$ cat config.mk
export PLATFORM = sky130hd
export DESIGN_NAME = window_buffer_5x5
export DESIGN_NICKNAME = d
export VERILOG_FILES = /design/src/rtl/window_buffer_5x5.sv
export SDC_FILE = /design/constraint.sdc
export NUM_CORES = 2
export LEC_CHECK = 0
export CORE_AREA = 2 2 435 437
export CTS_CLUSTER_DIAMETER = 60
export CTS_CLUSTER_SIZE = 8
export DETAILED_ROUTE_END_ITERATION = 10
export DIE_AREA = 0 0 437 439
export PLACE_DENSITY = 0.67
export SLEW_MARGIN = 20
export SYNTH_ARGS = -nofsm -noshare
export SYNTH_HDL_FRONTEND = slang
export SYNTH_SLANG_ARGS = --single-unit
$ cat constraint.sdc
create_clock -name i_clk -period 5.25 [get_ports i_clk]
set_input_delay 0.525 -clock i_clk [delete_from_list [all_inputs] [get_ports i_clk]]
set_output_delay 0.525 -clock i_clk [all_outputs]
set_load 0.1 [all_outputs]
$ cat src/rtl/window_buffer_5x5.sv
// 5x5 sliding window over a raster pixel stream using four line buffers.
// Optional last-pixel pulse o_frame_done is built only when WINDOW_BUFFER_FRAME_DONE_EN is defined.
module window_buffer_5x5 #(
  parameter int WIDTH      = 8,
  parameter int IMG_WIDTH  = 64,
  parameter int IMG_HEIGHT = 64
) (
  input  logic             i_clk,
  input  logic             i_rst_n,
  input  logic             i_valid,
  input  logic             i_sof,
  input  logic [WIDTH-1:0] i_pixel,
  output logic [WIDTH-1:0] o_pixel_00, o_pixel_01, o_pixel_02, o_pixel_03, o_pixel_04,
  output logic [WIDTH-1:0] o_pixel_10, o_pixel_11, o_pixel_12, o_pixel_13, o_pixel_14,
  output logic [WIDTH-1:0] o_pixel_20, o_pixel_21, o_pixel_22, o_pixel_23, o_pixel_24,
  output logic [WIDTH-1:0] o_pixel_30, o_pixel_31, o_pixel_32, o_pixel_33, o_pixel_34,
  output logic [WIDTH-1:0] o_pixel_40, o_pixel_41, o_pixel_42, o_pixel_43, o_pixel_44,
  output logic             o_enable_5x5
`ifdef WINDOW_BUFFER_FRAME_DONE_EN
  ,
  output logic             o_frame_done
`endif
);

  localparam int CW = $clog2(IMG_WIDTH);
  localparam int RW = $clog2(IMG_HEIGHT);
  localparam logic [CW-1:0] COL_LAST  = CW'(IMG_WIDTH - 1);
  localparam logic [RW-1:0] ROW_LAST  = RW'(IMG_HEIGHT - 1);
  localparam logic [RW-1:0] ROW_FILL  = RW'(3);
  localparam logic [RW-1:0] ROW_WIN   = RW'(4);
  localparam logic [CW-1:0] COL_WIN   = CW'(4);

  typedef enum logic [1:0] {
    S_IDLE = 2'd0,
    S_FILL = 2'd1,
    S_RUN  = 2'd2
  } state_t;

  state_t                       state_r, state_next_s;
  logic [CW-1:0]                col_r, col_eff_s, col_next_s;
  logic [RW-1:0]                row_r, row_eff_s, row_next_s;
  logic                         col_last_s, row_last_s, win_en_s;
  logic [WIDTH-1:0]             lb_mem [4][IMG_WIDTH];
  logic [3:0][WIDTH-1:0]        lb_rd_s;
  logic [4:0][4:0][WIDTH-1:0]   win_r;
  logic                         enable_r;

  // Effective position: start-of-frame forces (0,0) regardless of the counters.
  always_comb begin
    if (i_sof) begin
      col_eff_s = '0;
      row_eff_s = '0;
    end else begin
      col_eff_s = col_r;
      row_eff_s = row_r;
    end
    col_last_s = (col_eff_s == COL_LAST);
    row_last_s = (row_eff_s == ROW_LAST);
    if (col_last_s) begin
      col_next_s = '0;
      if (row_last_s) begin
        row_next_s = '0;
      end else begin
        row_next_s = row_eff_s + RW'(1);
      end
    end else begin
      col_next_s = col_eff_s + CW'(1);
      row_next_s = row_eff_s;
    end
  end

  // Line-buffer read ports; lb_rd_s[k] is the pixel k+1 rows above at this column.
  always_comb begin
    for (int k = 0; k < 4; k++) begin
      lb_rd_s[k] = lb_mem[k][col_eff_s];
    end
  end

  // Next-state logic and window-complete decision.
  always_comb begin
    state_next_s = state_r;
    win_en_s     = 1'b0;
    case (state_r)
      S_IDLE: begin
        if (i_valid) begin
          state_next_s = S_FILL;
        end else begin
          state_next_s = S_IDLE;
        end
      end
      S_FILL: begin
        if (i_valid && !i_sof && (row_eff_s == ROW_FILL) && col_last_s) begin
          state_next_s = S_RUN;
        end else begin
          state_next_s = S_FILL;
        end
      end
      S_RUN: begin
        if (i_valid && (i_sof || (row_last_s && col_last_s))) begin
          state_next_s = S_FILL;
        end else begin
          state_next_s = S_RUN;
        end
        win_en_s = i_valid && (row_eff_s >= ROW_WIN) && (col_eff_s >= COL_WIN);
      end
      default: begin
        state_next_s = S_IDLE;
        win_en_s     = 1'b0;
      end
    endcase
  end

  // State, counters, window shift register and enable pulse.
  always_ff @(posedge i_clk or negedge i_rst_n) begin
    if (!i_rst_n) begin
      state_r  <= S_IDLE;
      col_r    <= '0;
      row_r    <= '0;
      win_r    <= '0;
      enable_r <= 1'b0;
    end else begin
      state_r  <= state_next_s;
      enable_r <= win_en_s;
      if (i_valid) begin
        col_r <= col_next_s;
        row_r <= row_next_s;
        for (int r = 0; r < 5; r++) begin
          for (int c = 0; c < 4; c++) begin
            win_r[r][c] <= win_r[r][c+1];
          end
        end
        for (int r = 0; r < 4; r++) begin
          win_r[r][4] <= lb_rd_s[3-r];
        end
        win_r[4][4] <= i_pixel;
      end
    end
  end

  // Line buffers cascade one row deeper per accepted pixel; contents are never reset.
  always_ff @(posedge i_clk) begin
    if (i_valid) begin
      lb_mem[0][col_eff_s] <= i_pixel;
      for (int k = 1; k < 4; k++) begin
        lb_mem[k][col_eff_s] <= lb_rd_s[k-1];
      end
    end
  end

`ifdef WINDOW_BUFFER_FRAME_DONE_EN
  logic frame_done_r;

  // Pulse alongside the enable of the window ending at the frame's last pixel.
  always_ff @(posedge i_clk or negedge i_rst_n) begin
    if (!i_rst_n) begin
      frame_done_r <= 1'b0;
    end else begin
      frame_done_r <= win_en_s && row_last_s && col_last_s;
    end
  end

  assign o_frame_done = frame_done_r;
`endif

  assign o_enable_5x5 = enable_r;
  assign o_pixel_00 = win_r[0][0];
  assign o_pixel_01 = win_r[0][1];
  assign o_pixel_02 = win_r[0][2];
  assign o_pixel_03 = win_r[0][3];
  assign o_pixel_04 = win_r[0][4];
  assign o_pixel_10 = win_r[1][0];
  assign o_pixel_11 = win_r[1][1];
  assign o_pixel_12 = win_r[1][2];
  assign o_pixel_13 = win_r[1][3];
  assign o_pixel_14 = win_r[1][4];
  assign o_pixel_20 = win_r[2][0];
  assign o_pixel_21 = win_r[2][1];
  assign o_pixel_22 = win_r[2][2];
  assign o_pixel_23 = win_r[2][3];
  assign o_pixel_24 = win_r[2][4];
  assign o_pixel_30 = win_r[3][0];
  assign o_pixel_31 = win_r[3][1];
  assign o_pixel_32 = win_r[3][2];
  assign o_pixel_33 = win_r[3][3];
  assign o_pixel_34 = win_r[3][4];
  assign o_pixel_40 = win_r[4][0];
  assign o_pixel_41 = win_r[4][1];
  assign o_pixel_42 = win_r[4][2];
  assign o_pixel_43 = win_r[4][3];
  assign o_pixel_44 = win_r[4][4];

endmodule

==> run summary <==
Outcome -> complete, no violations
P_leak -> 36.7 nW
Setup TNS -> 0 ns
Post-Place Worst Slack -> 0.478 ns
WL final -> 265000 um
Setup repair bufs after CTS -> 0
Fillers -> 14200
DP HPWL -> 154000 um
# Max-Cap Violations -> 0
Via count -> 54300
Crit-path max FO -> 65
CP Class -> register to register
First-pass GRT wire length -> 379000 um
Die width -> 437 um
Crit. End Element -> register
Comb pwr share -> 22.7%
Grt ovf -> 0
DR iter-0 viols -> 7496
Number of synthesized register bits -> 2263
TritonCTS buffer count -> 334
Reg clk slew, reported paths -> 0.05 ns
Core area -> 187000 um2
Routed Antenna Nets -> 0
Switching power -> 16.7 mW
Wire per inst -> 31.1 um
Netlist Area Pre-Place -> 89600 um2
Initial Util -> 47.9%
Clock Tree Buf Depth -> 4
Library cells used by synthesis -> 71
H-Tree Depth -> 5
Clock sink count -> 2263
Avg Cell Area, Syn -> 16.6 um2
Synth Instances -> 5382
Synth warnings -> 0
Vias in the first global route -> 52900
Slew of the pin with the lowest slew margin -> 1.19 ns
Multi-input gate area -> 21400 um2
Worst Clk Skew -> 0.0702 ns
Finish-stage setup viols -> 0
Worst stage delay on the critical path -> 0.94 ns
Buf/Inv on CP -> 3
Post-synth EDFFs -> 2048
Pwr Density -> 499 nW/um2
# rows -> 159
Crit start category -> register
CTS tree -> yes
Final Max Slew Viols -> 0
Post_cts resized -> 0
RSZ-0062 raised after global routing -> false
DRC viols -> 0
Sequential area share after synthesis -> 74.7%
Dominant register cell in the synthesized netlist -> edfxtp_1
Internal power -> 36.4 mW
Layout cell share with drive strength beyond 1 -> 18.0%
Largest net degree at the start of global routing -> 127
Worst-Skew Late Latency -> 0.94 ns
Sequential Area -> 66900 um2
Gpl congestion -> 0.869
Post-CTS Hold Buffers -> 1
Tot GR Track Use -> 27.2%
CP delay by family, top -> compound AO/OA/AOI/OAI gates
Switching part of the total -> 31.5%
Total Nets Final -> 5949
PortBufs -> 212
Final clock period utilization by the worst path -> 91.9%
Arrival time of the worst setup path -> 5.58 ns
Clock power share -> 35.4%
Final Core Density -> 56.9%
Finished Cell Area -> 106000 um2
Final Hold Vio Count -> 0
Max frequency -> 0.207 GHz
Biggest register -> lb_mem
Vias/cell -> 6.36
Die area -> 192000 um2
Crit path cell chain -> buf_12 -> buf_12 -> mux2i_1 -> o22ai_1 -> a2111oi_1 -> buf_4 -> o22ai_1 -> or4_4 -> mux2_2
Commonest non-fill, non-tap cell in the layout -> edfxtp_1
Most frequent cells in the layout -> 2048 x edfxtp_1, 650 x mux2i_1, 341 x clkbuf_16
Placed cell areas -> 97400 um2
PnR worst setup slack -> 0.424 ns
Post-Syn Nets -> 5398
Sequential power share -> 41.9%
Ports -> 213
Async SR Flop Fraction -> 9.50%
HP Class -> primary input to register
Final non-filler cell total -> 8540
Placed cell count -> 8090
Layout Area Growth over Synthesis -> 18.8%
DR pass1 iterations -> 6
Slowest CP cell -> dfrtp_4
Chip Height -> 439 um
CP required -> 6.01 ns
Antenna violations before repair -> 9
Slew headroom -> 20.1%
Min cycle time layout -> 4.83 ns
Max FFs per register -> 2048
Largest vdd supply drop -> 841 uV
Root Driver -> clkbuf_16
## stage by stage
step	hold WS (ns)	power, mW
6_report	0.0678	53.1
2_1_floorplan	0.229	30.3
3_5_place_dp	0.495	34.5
5_1_grt	0.0514	54.5
4_1_cts	0.0225	53.2
3_3_place_gp	0.486	34.4
## worst reg2reg max path, cell delays in order, from the launching register on
cell and delay [ns]:
dfrtp_4 0.94, buf_12 0.50, buf_12 0.29, mux2i_1 0.22, o22ai_1 0.11, a2111oi_1 0.91, buf_4 0.26, o22ai_1 0.07
or4_4 0.87, mux2_2 0.48
## power by group through the flow
stage / Combinational, mW / Sequential (mW) / Clock, mW
floorplan: 3.38 / 26.9 / 0
global placement: 11.8 / 22.5 / 0
detailed placement: 12.0 / 22.6 / 0
CTS: 12.0 / 22.3 / 19.0
global route: 12.4 / 22.3 / 19.7
finish: 12.1 / 22.3 / 18.8
## path summary, 6_finish.rpt
| check | from | to | slack [ns] | cells after the start |
|---|---|---|---|---|
| min | i_valid | o_pixel_41[7]$_DFFE_PN0P_ | 0.07 | 2 |
| min in group asynchronous | i_rst_n | o_pixel_04[6]$_DFFE_PN0P_ | 0.32 | 2 |
| max | col_r[0]$_DFFE_PN0P_ | o_pixel_24[3]$_DFFE_PN0P_ | 0.42 | 9 |
| max in group asynchronous | i_rst_n | o_pixel_20[4]$_DFFE_PN0P_ | 3.72 | 3 |
| min reg2reg | o_pixel_30[4]$_DFFE_PN0P_ | o_pixel_30[4]$_DFFE_PN0P_ | 0.50 | 1 |
| max reg2reg | col_r[0]$_DFFE_PN0P_ | o_pixel_24[3]$_DFFE_PN0P_ | 0.42 | 9 |
## per-layer routing
| layer | GRT usage (%) | up-vias | wire (um) |
|---|---|---|---|
| met4 | 12.0 | 8 | 12700 |
| met1 | 37.4 | 27800 | 102000 |
| met3 | 5.58 | 679 | 28500 |
| li1 | - | 22400 | - |
| met2 | 42.2 | 3445 | 122000 |
| met5 | 0 | - | 46 |
## synthesized netlist by cell type, drive strengths merged (16+ instances only)
library cell,instances,area share (%)
buf,238,1.6
a31oi,20,0.14
mux4,27,0.68
or4,20,0.23
nor2,214,0.90
a22oi,50,0.42
o31ai,60,0.50
dfrtp,215,6.0
a21oi,253,1.4
mux2i,650,7.3
nand3,45,0.25
a2111oi,114,1.1
o22ai,262,1.8
o22a,18,0.18
edfxtp,2048,69
o21ai,121,0.68
clkbuf,124,0.52
nand2,144,0.60
nand3b,163,1.4
nor2b,16,0.11
nor3,34,0.19
nand2b,164,1.1
a21o,17,0.14
mux2,213,2.7
a221oi,18,0.18
## kinds of logic after synthesis
group | Yosys count | share of synthesized area [%]
DFF | 2263 | 74.7
AOI/OAI and AO/OA | 1025 | 7.50
muxes | 890 | 10.6
and+or+nand+nor | 826 | 5.01
buffers and inverters | 374 | 2.13
adders and majority gates | 4 | 0.0559
## cell type report
cell class / instances / share of cell area (%)
Antenna cell: 3 / 0.00706
Inverter: 12 / 0.0423
Clock inverter: 9 / 0.112
Sequential cell: 2263 / 62.9
Timing Repair Buffer: 577 / 5.61
Multi-Input combinational cell: 2745 / 20.1
Clock buffer: 436 / 8.35
Tap cell: 2495 / 2.93
No activity file was read; power rests on OpenSTA's default activity.
